===== src/rtl/a2d_spi_responder_pkg.sv =====
// Shared constants and state encoding for the A2D SPI responder.
package a2d_resp_pkg;

    localparam int unsigned NUM_CH      = 8;
    localparam int unsigned CH_W        = 3;
    localparam int unsigned DATA_W      = 12;
    localparam int unsigned FRAME_W     = 16;
    localparam int unsigned SYNC_STAGES = 2;
    localparam int unsigned CMD_CH_MSB  = 13;
    localparam int unsigned CMD_CH_LSB  = 11;
    localparam int unsigned CNT_W       = 5;
    localparam logic [CNT_W-1:0] CNT_FULL = CNT_W'(FRAME_W);
    localparam logic [CNT_W-1:0] CNT_SAT  = CNT_W'(FRAME_W + 1);

    typedef enum logic [1:0] {
        WAIT_IDLE,
        IDLE,
        SHIFT
    } state_t;

endpackage


===== src/rtl/a2d_spi_responder_sig_synch.sv =====
// Multi-flop synchronizer with one extra flop for rise/fall pulse detection.
// Flops are not reset so the chain keeps tracking the pin through a reset.
module sig_synch #(
    parameter int unsigned STAGES = 2
) (
    input  logic i_clk,
    input  logic i_sig,
    output logic o_sync,
    output logic o_rise,
    output logic o_fall
);

    logic [STAGES-1:0] r_sync;
    logic              r_prev;

    always_ff @(posedge i_clk) begin
        r_sync <= {r_sync[STAGES-2:0], i_sig};
        r_prev <= r_sync[STAGES-1];
    end

    assign o_sync = r_sync[STAGES-1];
    assign o_rise =  r_sync[STAGES-1] & ~r_prev;
    assign o_fall = ~r_sync[STAGES-1] &  r_prev;

endmodule


===== src/rtl/a2d_spi_responder.sv =====
// SPI slave emulating an 8-channel 12-bit A2D: command frame picks a channel, next frame returns it.
// Optional macro CHNL_TAG_EN: response upper nibble carries {1'b0, cmd_chnl}.
module a2d_spi_responder
    import a2d_resp_pkg::*;
(
    input  logic                     i_clk,
    input  logic                     i_rst,
    input  logic                     i_SS_n,
    input  logic                     i_SCLK,
    input  logic                     i_MOSI,
    input  logic [NUM_CH*DATA_W-1:0] i_chnl_data,
    output logic                     o_MISO,
    output logic                     o_cmd_vld,
    output logic [CH_W-1:0]          o_cmd_chnl,
    output logic                     o_xfer_err
);

    logic w_ss_n, w_ss_rise, w_ss_fall;
    logic w_sclk, w_sclk_rise, w_sclk_fall;

    sig_synch #(.STAGES(SYNC_STAGES)) u_ss_sync (
        .i_clk  (i_clk),
        .i_sig  (i_SS_n),
        .o_sync (w_ss_n),
        .o_rise (w_ss_rise),
        .o_fall (w_ss_fall)
    );

    sig_synch #(.STAGES(SYNC_STAGES)) u_sclk_sync (
        .i_clk  (i_clk),
        .i_sig  (i_SCLK),
        .o_sync (w_sclk),
        .o_rise (w_sclk_rise),
        .o_fall (w_sclk_fall)
    );

    // MOSI gets the same depth plus one so it lines up with the SCLK edge pulse.
    logic [SYNC_STAGES-1:0] r_mosi_sync;
    logic                   r_mosi;
    always_ff @(posedge i_clk) begin
        r_mosi_sync <= {r_mosi_sync[SYNC_STAGES-2:0], i_MOSI};
        r_mosi      <= r_mosi_sync[SYNC_STAGES-1];
    end

    state_t             r_state, w_state_nxt;
    logic [CNT_W-1:0]   r_bit_cnt, w_bit_cnt_nxt;
    logic [FRAME_W-1:0] r_tx_shft, w_tx_shft_nxt;
    logic [FRAME_W-1:0] r_rx_shft, w_rx_shft_nxt;
    logic [CH_W-1:0]    r_cmd_chnl, w_cmd_chnl_nxt;
    logic               r_cmd_vld, w_cmd_vld_nxt;
    logic               r_xfer_err, w_xfer_err_nxt;

    logic [DATA_W-1:0]         w_sample;
    logic [FRAME_W-DATA_W-1:0] w_tag;
    logic [FRAME_W-1:0]        w_resp;

    always_comb begin
        w_sample = '0;
        for (int unsigned k = 0; k < NUM_CH; k++) begin
            if (r_cmd_chnl == CH_W'(k)) begin
                w_sample = i_chnl_data[k*DATA_W +: DATA_W];
            end
        end
    end

`ifdef CHNL_TAG_EN
    assign w_tag = {1'b0, r_cmd_chnl};
`else
    assign w_tag = '0;
`endif

    assign w_resp = {w_tag, w_sample};

    always_comb begin
        w_state_nxt    = r_state;
        w_bit_cnt_nxt  = r_bit_cnt;
        w_tx_shft_nxt  = r_tx_shft;
        w_rx_shft_nxt  = r_rx_shft;
        w_cmd_chnl_nxt = r_cmd_chnl;
        w_cmd_vld_nxt  = 1'b0;
        w_xfer_err_nxt = 1'b0;
        unique case (r_state)
            WAIT_IDLE: begin
                if (w_ss_n) w_state_nxt = IDLE;
            end
            IDLE: begin
                if (w_ss_fall) begin
                    w_state_nxt   = SHIFT;
                    w_tx_shft_nxt = w_resp;
                    w_bit_cnt_nxt = '0;
                end
            end
            SHIFT: begin
                if (w_ss_rise) begin
                    w_state_nxt = IDLE;
                    if (r_bit_cnt == CNT_FULL) begin
                        w_cmd_chnl_nxt = r_rx_shft[CMD_CH_MSB:CMD_CH_LSB];
                        w_cmd_vld_nxt  = 1'b1;
                    end else begin
                        w_xfer_err_nxt = 1'b1;
                    end
                end else begin
                    if (w_sclk_rise) begin
                        w_rx_shft_nxt = {r_rx_shft[FRAME_W-2:0], r_mosi};
                        if (r_bit_cnt != CNT_SAT) w_bit_cnt_nxt = r_bit_cnt + 1'b1;
                    end
                    // SCLK idles high, so the leading fall precedes any rise; holding until
                    // the first rise keeps bit 15 on MISO for the master's first sample.
                    if (w_sclk_fall && (r_bit_cnt != '0)) begin
                        w_tx_shft_nxt = {r_tx_shft[FRAME_W-2:0], 1'b0};
                    end
                end
            end
            default: w_state_nxt = WAIT_IDLE;
        endcase
    end

    always_ff @(posedge i_clk) begin
        if (i_rst) begin
            r_state    <= WAIT_IDLE;
            r_bit_cnt  <= '0;
            r_tx_shft  <= '0;
            r_rx_shft  <= '0;
            r_cmd_chnl <= '0;
            r_cmd_vld  <= 1'b0;
            r_xfer_err <= 1'b0;
        end else begin
            r_state    <= w_state_nxt;
            r_bit_cnt  <= w_bit_cnt_nxt;
            r_tx_shft  <= w_tx_shft_nxt;
            r_rx_shft  <= w_rx_shft_nxt;
            r_cmd_chnl <= w_cmd_chnl_nxt;
            r_cmd_vld  <= w_cmd_vld_nxt;
            r_xfer_err <= w_xfer_err_nxt;
        end
    end

    assign o_MISO     = (r_state == SHIFT) & r_tx_shft[FRAME_W-1];
    assign o_cmd_vld  = r_cmd_vld;
    assign o_cmd_chnl = r_cmd_chnl;
    assign o_xfer_err = r_xfer_err;

endmodule

===== config.mk =====
export PLATFORM = sky130hd
export DESIGN_NAME = a2d_spi_responder
export DESIGN_NICKNAME = d
export VERILOG_FILES = /design/src/rtl/a2d_spi_responder_pkg.sv /design/src/rtl/a2d_spi_responder_sig_synch.sv /design/src/rtl/a2d_spi_responder.sv
export SDC_FILE = /design/constraint.sdc
export NUM_CORES = 1
export LEC_CHECK = 0
export ABC_AREA = 1
export ABC_CLOCK_PERIOD_IN_PS = 1400
export CAP_MARGIN = 20
export CORE_AREA = 2 2 86 88
export CTS_BUF_LIST = sky130_fd_sc_hd__clkbuf_2
export CTS_CLUSTER_SIZE = 16
export DETAILED_ROUTE_END_ITERATION = 7
export DIE_AREA = 0 0 88 90
export GPL_ROUTABILITY_DRIVEN = 0
export PLACE_DENSITY = 0.74
export SLEW_MARGIN = 30
export SYNTH_ARGS = -nofsm -noshare
export SYNTH_HDL_FRONTEND = slang
export SYNTH_SLANG_ARGS = --single-unit

===== constraint.sdc =====
create_clock -name i_clk -period 1.4 [get_ports i_clk]
set_input_delay 0.28 -clock i_clk [delete_from_list [all_inputs] [get_ports i_clk]]
set_output_delay 0.28 -clock i_clk [all_outputs]
set_load 0.03 [all_outputs]

# After elaboration in Yosys (flattened, before gate mapping)
# Cells that the tools add are included.
[classes]
n_bitwise = 11
n_reduce_logical = 11
n_eq_ne = 18
add_sub_neg = 1
mux = 23
[op_table]
columns = ["op", "n"]
rows = [
  ["two-way mux 12 bit", 8],
  ["two-way mux 16 bit", 3],
  ["case mux 16 bit (2 select lines)", 1],
  ["two-way mux 5 bit", 4],
  ["== test 3 bit, second input constant", 4],
  ["case mux 5 bit (2 select lines)", 1],
  ["AND reduction 3 bit", 3],
  ["inequality test 2 x 1 -> 1 bit, second input constant", 4],
  ["== test 3 x 2 -> 1 bit, second input constant", 2],
  ["two-way mux 2 bit", 3],
  ["inequality test 2 bit, second input constant", 3],
  ["NOT 1 bit", 6],
  ["case mux 2 bit (3 select lines)", 1],
  ["adder 5 x 1 -> 5 bit, second input constant", 1],
  ["bitwise AND 1 bit", 5],
  ["== test 5 bit, second input constant", 1],
  ["inequality test 5 bit, second input constant", 1],
  ["AND reduction 5 bit", 1],
  ["nonzero test 5 bit", 1],
  ["AND reduction 4 bit", 1],
  ["== test 3 x 1 -> 1 bit, second input constant", 1],
  ["logical NOT 3 bit", 1],
  ["OR reduction 3 bit", 1],
  ["== test 2 x 1 -> 1 bit, second input constant", 1],
  ["other kinds (5)", 6],
]
[totals]
ff_bits = 51
out_inout_bits = 6
elab_cells = 77
input_bits = 101

# Longest topological paths before layout
[depth]
word_depth = 11
mapped_depth = 10

# Modules after synthesis
# From an unflattened synthesis, not the netlist that was laid out.
[unflattened]
cells_unflattened = 411
hier_area_um2 = 2706.3
[by_module_without_submodules]
columns = ["module", "n_inst", "area_each_um2", "cells_each"]
rows = [
  ["a2d_spi_responder", 1, 2556.2, 397],
  ["sig_synch", 2, 75.1, 7],
]

# Least setup slack after synthesis
# Ideal clock, no wire load.
[synth_timing]
kind = "flip-flop to flip-flop"
start = "reg r_cmd_chnl[0] (netlist: o_cmd_chnl[0])"
end = "reg r_tx_shft[10]"
t_required_ns = 1.330
path_slack_ns = -0.211
stages_incl_launch_ff = 9
t_arrival_ns = 1.542
synth_period_minus_slack_ns = 1.611
cell_sequence = "dfxtp_1 -> buf_2 -> inv_1 -> nor3_2 -> buf_2 -> a21oi_1 -> nand4_1 -> nand2_1 -> a21oi_1"
[synth_via]
elab_chain_len = 11
elab_cells_between_ends = 18
[synth_rtl]
columns = ["item", "line_no", "text"]
rows = [
  ["from (decl)", "a2d_spi_responder.sv:49", "logic [CH_W-1:0] r_cmd_chnl, w_cmd_chnl_nxt;"],
  ["from (signal assigned)", "a2d_spi_responder.sv:132", "r_cmd_chnl <= w_cmd_chnl_nxt;"],
  ["logical NOT 3 bit", "a2d_spi_responder.sv:60", "if (r_cmd_chnl == CH_W'(k)) begin"],
  ["two-way mux 12 bit (7 in series)", "a2d_spi_responder.sv:60", ""],
  ["two-way mux 12 bit (*)", "a2d_spi_responder.sv:60", ""],
  ["two-way mux 16 bit (*)", "a2d_spi_responder.sv:87", "if (w_ss_fall) begin"],
  ["case mux 16 bit (2 select lines) (*)", "a2d_spi_responder.sv:82", "unique case (r_state)"],
  ["to (signal assigned)", "a2d_spi_responder.sv:130", "r_tx_shft <= w_tx_shft_nxt;"],
  ["to (decl)", "a2d_spi_responder.sv:47", "logic [FRAME_W-1:0] r_tx_shft, w_tx_shft_nxt;"],
]
# Mark *: on every way between the ends. The rest lies on a longest branch, timed or not. The select of a mux whose other input is x is not followed.
# A chain may end at the register's enable or synchronous reset.

# Worst setup path after layout
[layout_timing]
start = "reg r_state[0]"
end = "reg r_tx_shft[7]"
[layout_via]
elab_chain_len = 3
elab_cells_between_ends = 8
[layout_rtl]
columns = ["item", "line_no", "text"]
rows = [
  ["from (decl)", "a2d_spi_responder.sv:45", "state_t r_state, w_state_nxt;"],
  ["from (signal assigned)", "a2d_spi_responder.sv:128", "r_state <= w_state_nxt;"],
  ["== test 2 bit / == test 2 x 1 -> 1 bit (equally long branches)", "a2d_spi_responder.sv:82", ""],
  ["inequality test 2 bit (no line) (tied with other cells)", "-", ""],
  ["AND reduction 4 bit (no line)", "-", ""],
]
# Several ways; a longest one is shown, not always the timed one.

==> impl_metrics.yaml <==
clock_network:
  cts_root_buffer: "clkbuf_2"
  tritoncts: "built"
  clock_latency_ns: 0.43
  cts.hold.buffers_added: 0
  path_clk_slew_ns: 0.26
  clk_path_buf_depth: 2
  cts_made_buffers: 5
  htreeDepth: 2
  cts.sinks: 51
sta:
  finalWorstSetupSlack_ns: -0.301
  finalMaxSlewViolations: 0
  max_freq_ghz: 0.588
  slew_headroom: 0.628
  setup_viol: 31
  finalCritPeriodShare: 1.22
  fin_skew_ns: 0.0236
  tightestPinTransition_ns: 0.557
  fin_setup_tns_ns: -4.70
  fin_crit_ns: 1.70
  rsz0062_at_grt: "true"
  hold_violations: 0
grt:
  grt_use_met3: 0.0459
  grt-busiest-layer: "met2"
  antenna_found_initial: 0
  grt_max_degree: 29
  grt_first_pass_wirelength_mm: 15.4
  grt_pass1_vias: 3299
  met2_usage: 0.426
  overflow: 0
  use_met1: 0.285
  grt_usage: 0.239
detailed_routing:
  viasPerCell: 5.30
  drt-pass1-iter-count: 4
  routedWlPerCell_um: 16.2
  post-route-drc-count: 0
  finalWirelength_mm: 10.6
  antenna_left: 0
  drt_iter0_markers: 138
  vias: 3458
power_and_ir_drop:
  power_density_mw_per_mm2: 556
  p_sw_frac: 0.259
  peakVddDrop_v: 0.000509
  clock_power_share: 0.218
  p_leak_nw: 1.88
  power_mw: 2.73
  power_frac_seq: 0.554
  p_comb_frac: 0.228
  p_int_mw: 2.03
  switchingPower_mw: 0.709
setup_path:
  setup.worst_path.class: "reg -> reg"
  ff2ff_path_depth: 10
  r2r_setup_slack_ns: -0.30
  arrival_ns: 2.06
  r2r_end: "r_tx_shft[7]$_SDFFE_PP0P_"
  crit_path_max_fanout: 8
  required_ns: 1.76
  worstReg2RegStart: "r_state[0]$_SDFFE_PP0P_"
  startpoint_type: "flop"
  cp-end-kind: "flop"
synthesis:
  ys_types: 26
  synth_area_sq_mm: 0.00276
  synthFlopType: "dfxtp_1"
  ys_seq_elements: 51
  synth_edf_count: 0
  synth_warnings: 0
  async_flop_share: 0
  seq_area_frac_synth: 0.370
  synth_cells: 401
  avgSynthCellArea_sq_um: 6.88
  syn_nets: 505
layout:
  final_nets: 657
  drive_gt1_frac: 0.318
  antenna_cells: 0
  fill_cells: 545
  area_delta_synth_final_pct: 78.3
  final_cells: 653
floorplan:
  dieHeight_um: 90
  num_io_pins: 107
  rows: 31
  start_util: 0.393
  die_w_um: 88
  dieArea_sq_mm: 0.00792
  core_area_sq_mm: 0.00702
min_path:
  holdPathEnd: "r_mosi_sync[0]$_DFF_P_"
  hold-path-cell-count: 1
  hp-start: "i_MOSI"
  worst_hold_path_type: "in -> reg"
placement:
  dp_hpwl_mm: 6.92
  dp_cells: 617
  port_buffers: 106
status:
  violations: "setup timing"
  status: "finished with violations"
job:
  drv_cap: 0
sequential cells by signal, indices dropped and copies added, names as in the netlist, 2 cells and up:
| signal | flops |
|---|---|
| r_mosi_sync | 2 |
| o_cmd_chnl | 3 |
| r_rx_shft | 14 |
| r_bit_cnt | 5 |
| u_ss_sync.r_sync | 2 |
| r_tx_shft | 16 |
| u_sclk_sync.r_sync | 2 |
| r_state | 2 |
timing repair:
| action | in CTS | in global routing |
|---|---|---|
| cloned | 3 | 1 |
| buffers inserted | 23 | 4 |
| pin swaps | 16 | 18 |
| setup endpoints to repair | 33 | 43 |
| gates resized for setup | 95 | 52 |
synthesized netlist by cell type, drive strengths merged (2+ instances only):
master  number  area (sq um)
a211oi       2          15.0
a21oi       51           267
buf         19          98.9
clkbuf      11          42.5
dfxtp       51          1020
ha           3          37.5
inv         29           109
nand2       65           244
nand3       35           175
nand4       58           363
nor2        38           150
nor3         6          35.0
o21ai       17          88.8
or2         11          68.8
xor2         2          17.5
worst max-delay path by stage:
| stage | from | slack, ns | cells past startpoint | endpoint |
|---|---|---|---|---|
| after global placement | r_bit_cnt[0]$_SDFFE_PP0P_ | -0.06 | 8 | r_tx_shft[4]$_SDFFE_PP0P_ |
| after detailed placement | r_bit_cnt[0]$_SDFFE_PP0P_ | -0.13 | 8 | r_tx_shft[6]$_SDFFE_PP0P_ |
| after CTS | r_state[1]$_SDFFE_PP0P_ | -0.24 | 6 | o_MISO |
| final | r_state[0]$_SDFFE_PP0P_ | -0.30 | 10 | r_tx_shft[7]$_SDFFE_PP0P_ |
| after global routing | r_state[0]$_SDFFE_PP0P_ | -0.38 | 10 | r_tx_shft[7]$_SDFFE_PP0P_ |
| after floorplan | r_bit_cnt[0]$_SDFFE_PP0P_ | 0.0009 | 8 | r_tx_shft[12]$_SDFFE_PP0P_ |
cells by family after synthesis:
kind of cell | Yosys count | synth area share
simple gates | 213 | 0.376
fa+ha+maj | 3 | 0.0136
flops | 51 | 0.370
compound gates | 72 | 0.141
xor+xnor | 3 | 0.00953
buf+inv | 59 | 0.0907
metal layers:
metal  part of all wire  up-vias
met1               0.40     1620
met2               0.51      118
met3              0.071       19
li1                   -     1701
met5                  0        -
met4              0.018        0
placed cells by master, fill, tap and decap left out, types with 7 or more instances in the layout:
| cell type | synthesis | layout |
|---|---|---|
| a21oi_2 | 0 | 15 |
| clkdlybuf4s50_1 | 0 | 100 |
| inv_1 | 27 | 19 |
| or2_2 | 11 | 11 |
| dfxtp_1 | 51 | 43 |
| inv_2 | 2 | 7 |
| buf_4 | 0 | 39 |
| nand2_2 | 0 | 19 |
| a21oi_1 | 50 | 34 |
| nor2_1 | 37 | 31 |
| buf_6 | 1 | 21 |
| o21ai_1 | 0 | 7 |
| nand3_1 | 35 | 30 |
| nand4_1 | 58 | 58 |
| nand2_1 | 65 | 45 |
critical path, cell delays in order, from the launching register on:
cell and delay (ns):
dfxtp_4 0.41, nor2_4 0.13, inv_2 0.06, buf_6 0.12
o21ai_4 0.17, inv_2 0.07, a21oi_4 0.17, buf_12 0.15
buf_12 0.12, o21ai_1 0.06, a21oi_1 0.16
power by group through the flow:
stage          clock network, mW  registers [mW]  logic [mW]
2_1_floorplan                  0            1.53       0.152
3_3_place_gp                   0            1.53       0.490
3_5_place_dp                   0            1.54       0.496
4_1_cts                    0.609            1.51       0.575
5_1_grt                    0.658            1.52       0.665
6_report                   0.596            1.51       0.625
metrics by stage:
stage | setup slack [ns] | area (sq um) | hold WS [ns] | util
final | -0.301 | 4920 | 0.244 | 0.701
after global routing | -0.379 | 4920 | 0.203 | 0.701
after CTS | -0.236 | 4710 | 0.222 | 0.670
after detailed placement | -0.129 | 4180 | 0.315 | 0.596
after global placement | -0.0645 | 4180 | 0.311 | 0.596
after floorplan | 0.000943 | 2800 | 0.308 | -
layout make-up:
type | count | area [sq um] | area share
inverter | 29 | 121 | 0.0247
sequential | 51 | 1040 | 0.212
clock buffer | 6 | 30.0 | 0.00610
clock inverter | 2 | 17.5 | 0.00356
tap | 99 | 124 | 0.0252
multi-input combinational | 291 | 1800 | 0.366
timing repair buffer | 175 | 1790 | 0.363
No activity file was read; power rests on OpenSTA's default activity.
